**src/rtl/serial_subtractor.sv**
```systemverilog
// serial_subtractor: bit-serial W-bit subtractor, diff = a - b - bin.
// A single full-subtractor cell works on one bit per clock, LSB first.
// Operands and results move through valid/ready handshakes.
// FSM: IDLE (accept) -> RUN (W edges) -> DONE (hold result until taken).
// Optional macro SERIAL_SUBTRACTOR_OVF_EN builds signed-overflow capture;
// without it ovf is tied low.

module serial_subtractor #(
   parameter int W = 4
) (
   input  logic         clk,
   input  logic         rst,
   input  logic         in_valid,
   output logic         in_ready,
   input  logic [W-1:0] a,
   input  logic [W-1:0] b,
   input  logic         bin,
   output logic         out_valid,
   input  logic         out_ready,
   output logic [W-1:0] diff,
   output logic         bout,
   output logic         ovf
);

   // Counter must be able to hold W itself so that W=1 still has a legal width.
   localparam int CNT_W = $clog2(W + 1);

   typedef enum logic [1:0] {
      IDLE,
      RUN,
      DONE
   } state_t;

   state_t           state_q;
   logic [W-1:0]     a_sh_q;
   logic [W-1:0]     b_sh_q;
   logic [W-1:0]     res_q;
   logic [W-1:0]     diff_q;
   logic             borrow_q;
   logic             bout_q;
   logic             in_ready_q;
   logic             out_valid_q;
   logic [CNT_W-1:0] cnt_q;

`ifdef SERIAL_SUBTRACTOR_OVF_EN
   logic             ovf_q;
`endif

   logic             bitDiff;
   logic             borrow_d;
   logic [W-1:0]     res_d;
   logic [W:0]       resCat;
   logic             lastEdge;

   // Full-subtractor cell on the current LSBs, plus the result shift that
   // pushes the new bit in from the MSB side (the W+1 concat keeps W=1 legal).
   always_comb begin
      bitDiff  = a_sh_q[0] ^ b_sh_q[0] ^ borrow_q;
      borrow_d = (~a_sh_q[0] & b_sh_q[0]) | (~(a_sh_q[0] ^ b_sh_q[0]) & borrow_q);
      resCat   = {bitDiff, res_q};
      res_d    = resCat[W:1];
      lastEdge = (cnt_q == CNT_W'(W - 1));
   end

   // Control FSM and serial datapath; result outputs are loaded only on the
   // edge that enters DONE so they stay glitch-free while out_valid is high.
   always_ff @(posedge clk) begin
      if (rst) begin
         state_q     <= IDLE;
         a_sh_q      <= '0;
         b_sh_q      <= '0;
         res_q       <= '0;
         diff_q      <= '0;
         borrow_q    <= 1'b0;
         bout_q      <= 1'b0;
         cnt_q       <= '0;
         in_ready_q  <= 1'b1;
         out_valid_q <= 1'b0;
`ifdef SERIAL_SUBTRACTOR_OVF_EN
         ovf_q       <= 1'b0;
`endif
      end else begin
         case (state_q)
            IDLE: begin
               if (in_valid) begin
                  a_sh_q     <= a;
                  b_sh_q     <= b;
                  borrow_q   <= bin;
                  cnt_q      <= '0;
                  in_ready_q <= 1'b0;
                  state_q    <= RUN;
               end
            end
            RUN: begin
               a_sh_q   <= a_sh_q >> 1;
               b_sh_q   <= b_sh_q >> 1;
               res_q    <= res_d;
               borrow_q <= borrow_d;
               cnt_q    <= cnt_q + CNT_W'(1);
               if (lastEdge) begin
                  diff_q      <= res_d;
                  bout_q      <= borrow_d;
                  out_valid_q <= 1'b1;
                  state_q     <= DONE;
`ifdef SERIAL_SUBTRACTOR_OVF_EN
                  // borrow_q here is the borrow flowing into the MSB cell.
                  ovf_q       <= borrow_d ^ borrow_q;
`endif
               end
            end
            DONE: begin
               if (out_ready) begin
                  out_valid_q <= 1'b0;
                  in_ready_q  <= 1'b1;
                  state_q     <= IDLE;
               end
            end
            default: begin
               out_valid_q <= 1'b0;
               in_ready_q  <= 1'b1;
               state_q     <= IDLE;
            end
         endcase
      end
   end

   assign in_ready  = in_ready_q;
   assign out_valid = out_valid_q;
   assign diff      = diff_q;
   assign bout      = bout_q;

`ifdef SERIAL_SUBTRACTOR_OVF_EN
   assign ovf = ovf_q;
`else
   assign ovf = 1'b0;
`endif

endmodule
```
**config.mk**
```make
export PLATFORM = sky130hd
export DESIGN_NAME = serial_subtractor
export DESIGN_NICKNAME = d
export VERILOG_FILES = /design/src/rtl/serial_subtractor.sv
export SDC_FILE = /design/constraint.sdc
export NUM_CORES = 1
export LEC_CHECK = 0
export CAP_MARGIN = 10
export CORE_MARGIN = 3
export CORE_UTILIZATION = 49
export DETAILED_ROUTE_END_ITERATION = 6
export PLACE_DENSITY = 0.77
export SETUP_SLACK_MARGIN = 0.15
export SYNTH_ARGS = -nofsm -noshare
export SYNTH_HDL_FRONTEND = slang
export SYNTH_SLANG_ARGS = --single-unit
```
**constraint.sdc**
```tcl
create_clock -name clk -period 1.4 [get_ports clk]
set_input_delay 0.21 -clock clk [delete_from_list [all_inputs] [get_ports clk]]
set_output_delay 0.21 -clock clk [all_outputs]
set_load 0.02 [all_outputs]
```
==> results.md <==
- The run finished with clean final reports.
- Port buffering added 19 buffers.
- The tool flagged a number of max-cap violations equal to 0.
- Dividing the final minimum period by the clock period gives 0.887.
- The via count of the first global-routing pass is 893.
- STA puts the critical path data required time at 1650 ps.
- The shortest clock period the worst path allows after layout is 1240 ps.
- The footprint of the multi-input gates is 517 sq um.
- Counting tap cells, the placed design contains a total of 164 instances.
- The highest ir drop seen on vdd is 0.671 mV.
- The dominant synthesized flop cell is sky130_fd_sc_hd__dfxtp_1.
- In the post-synthesis netlist, the cell with the most instances is sky130_fd_sc_hd__dfxtp_1.
- The count of cells along the worst hold path is 1.
- The area growth from synthesis to layout is 31.0%.
- The path class of the tightest hold or removal check is reg2reg.
- The CTS tree is done.
- Entering global routing, the biggest net connects 25 pins.
- The number of remaining DRC errors is 0.
- The post-synthesis async set-or-reset flop share is 0.
- When the netlist entered floorplanning its net count stood at 137.
- Yosys attributes the largest share of cell area to sky130_fd_sc_hd__dfxtp_1 (46%), sky130_fd_sc_hd__nor2_1 (7.6%), sky130_fd_sc_hd__a21oi_1 (6.8%).
- The initial DRC count is 20.
- The worst register-to-register path begins at b_sh_q[0].
- The final worst setup slack is 158 ps.
- On the worst path, the slowest cell contributes a delay of 540 ps.
- The area of all placed cells without fillers is 1360 sq um.
- The number of diodes is 0.
- Clock-pin slew was measured on the worst setup and hold paths at 140 ps.
- Tracing the worst setup path back leads to its startpoint at b_sh_q[0].
- In this run the clock root is driven by a sky130_fd_sc_hd__clkbuf_4.
- Across the routed clock network, the largest skew measured is 7.40 ps.
- The placed wire-length estimate is 1530 um.
- The global-route wire length before repair is 3570 um.
- The residual overflow from global routing is 0.
- The post-placement setup slack is -91.3 ps.
- Setup violations remaining at the end of the flow were counted as 0.
- The worst register-to-register path has a depth of 4.
- The number of iterations in the first detailed-routing pass is 4.
- The count of antenna-violating nets left after detailed routing is 0.
- The clock net in this run drives a total of 24 sinks.
- The total via count in the routed design is 932.
- Clock tree synthesis inserted a total of 3 buffers.
- The area after detailed placement is 1290 sq um.
- Synthesis inferred 24 register bits.
- The endpoint class of the critical path is a flop.
- The biggest area contributor in the post-synthesis netlist is sky130_fd_sc_hd__dfxtp_1.
- The die outline height is 52.0 um.
- Setup repair after global routing left no endpoint under its margin.
- The synthesized cell area is 1030 sq um.
- Counting instances in the post-synthesis netlist gives the leading cell types as sky130_fd_sc_hd__dfxtp_1 (24), sky130_fd_sc_hd__nor2_1 (21), sky130_fd_sc_hd__a21oi_1 (14), sky130_fd_sc_hd__nand2_1 (11), sky130_fd_sc_hd__inv_1 (5).
- For this run, the number of Yosys warnings is 0.
- In the final layout, the share of cells above drive strength 1 is 0.210.
- The share of synthesized area in the top cell type comes to 0.464.
- The number of antenna violations at the first check in global routing is 0.
- The startpoint type of the worst setup path is a flop.
- The worst-path cell with the longest stage delay is sky130_fd_sc_hd__fa_2.
- In this run the horizontal extent of the chip is 52.0 um.
- Dividing the detail-routed wire length by the instance count gives 13.2 um.
- The number of buffers inserted for hold repair after clock tree synthesis is 0.
- After detailed routing, the number of vias per cell comes to 5.55.
- Counting flops with a built-in enable in the synthesized netlist gives 0.
- The routability congestion estimate is 0.758.
- The initial core utilization is 0.557.
- The cell count after synthesis is 121.
- The number of setup buffers added after CTS is 0.
- For this run, the top clock speed supported by timing is 0.805 GHz.
- Counting along the longest clock path gives a buffer depth of 2.
- The net count of the finished layout is 160.
- The die footprint is 2700 sq um.
- In this run the power density over the cells is 1090 nW/um^2.
- The fraction of the yosys area taken by sequential cells is 0.464.
- The final hold violation count came to 0.
- The core area is 1860 sq um.
- The final routed wirelength across all metal layers is 2220 um.
- The clock insertion delay at the later pin of the skew report is 320 ps.
- The post-synthesis average cell area is 8.55 sq um.
- Once layout is complete, the cells apart from fillers number 168.
- The leakage dissipation is 0.524 nW.
- The signal on the critical path passes through inv_1 -> fa_2 -> nand2_1 -> a21oi_1.
- By startpoint and endpoint, the worst setup path is classified as reg2reg.
- The boundary pin count is 21.
- The startpoint of the most critical hold path is cnt_q[0].
- The number of placement rows is 15.
- In the final layout, flip-flops and latches occupy 488 sq um.
- Along the worst path, the maximum fanout reaches 2.
- The utilization of the core after routing is 0.729.
- The maximum level of the CTS H-tree is 1.
- Counting distinct cell types in the post-synthesis netlist gives 32.
- The number of pins exceeding their max-slew limit in the final report is 0.
- The overall global routing resource usage is 0.177.
- For the worst setup path, the data arrival time is 1490 ps.
- The fill cell total of the finished layout is 144.
## worst max-delay path, delay by kind of cell, from the launching register on
family / cells / cell delay, ps
fa+ha+maj: 1 / 540
compound gates: 1 / 140
flops: 1 / 360
buf+inv: 1 / 70
simple gates: 1 / 60
## per-layer routing
layer | up-vias | track usage | part of all wire
met5 | - | 0 | 0
met4 | 0 | 0.0699 | 0.0081
met3 | 2 | 0.0258 | 0.058
met2 | 35 | 0.339 | 0.52
met1 | 438 | 0.189 | 0.42
li1 | 457 | - | -
## kinds of logic (layout without fill, tap and decap cells)
| group | count (synthesis) | in the layout | synth area share |
|---|---|---|---|
| compound gates | 30 | 30 | 0.200 |
| fa+ha+maj | 3 | 3 | 0.0435 |
| flops | 24 | 24 | 0.464 |
| simple gates | 49 | 49 | 0.224 |
| other cells | 1 | 1 | 0.00362 |
| buf+inv | 14 | 36 | 0.0653 |
## report_power, final
group	switching [mW]	total [mW]	internal [mW]
combinational	0.108	0.224	0.116
sequential	0.0303	0.752	0.722
clock	0.211	0.500	0.289
## state kept, by name, summed over array words and instances (netlist names)
name / count
out_valid: 1
b_sh_q: 4
cnt_q: 3
res_q: 3
state_q: 2
a_sh_q: 4
diff: 4
borrow_q: 1
bout: 1
in_ready: 1
## worst paths after layout
path | end | slack (ps)
min reg2reg | cnt_q[0] | 450
min | cnt_q[0] | 450
max | res_q[3] | 160
max reg2reg | res_q[3] | 160
## metrics by stage
stage / total power [mW] / hold slack, ps / setup TNS [ps]
2_1_floorplan: 0.896 / 288 / 0
6_report: 1.48 / 451 / 0
3_3_place_gp: 0.973 / 443 / -83.9
3_5_place_dp: 0.981 / 449 / -190
4_1_cts: 1.48 / 455 / 0
5_1_grt: 1.54 / 476 / 0
## layout by cell type, fill, tap and decap left out, drive strengths merged, types with 2 or more instances in the layout
| cell type | count |
|---|---|
| inv | 5 |
| nand3 | 4 |
| buf | 8 |
| ha | 2 |
| nor3b | 2 |
| o21bai | 2 |
| clkdlybuf4s50 | 12 |
| nor4 | 4 |
| dfxtp | 24 |
| a211oi | 2 |
| o221a | 2 |
| clkdlybuf4s15 | 4 |
| a22oi | 3 |
| a21oi | 14 |
| nand2 | 11 |
| or2b | 2 |
| a2bb2oi | 2 |
| nor2 | 21 |
| clkbuf | 6 |
## area by class of cell
class	instances	share of cell area
flip-flops and latches	24	0.360
multi-input cells	83	0.381
well taps	25	0.0231
repair buffers	27	0.183
clock inverters	1	0.0222
clock buffers	3	0.0166
inverters	5	0.0139
## what timing repair did
| action | 4_1_cts | 5_1_grt |
|---|---|---|
| gates resized for setup | 14 | 14 |
| endpoints found under the hold margin | 0 | 0 |
| pin swaps | 1 | 2 |
| gates cloned | 0 | 0 |
| endpoints found under the setup margin | 25 | 17 |
Power figures use the tool's default switching activity.
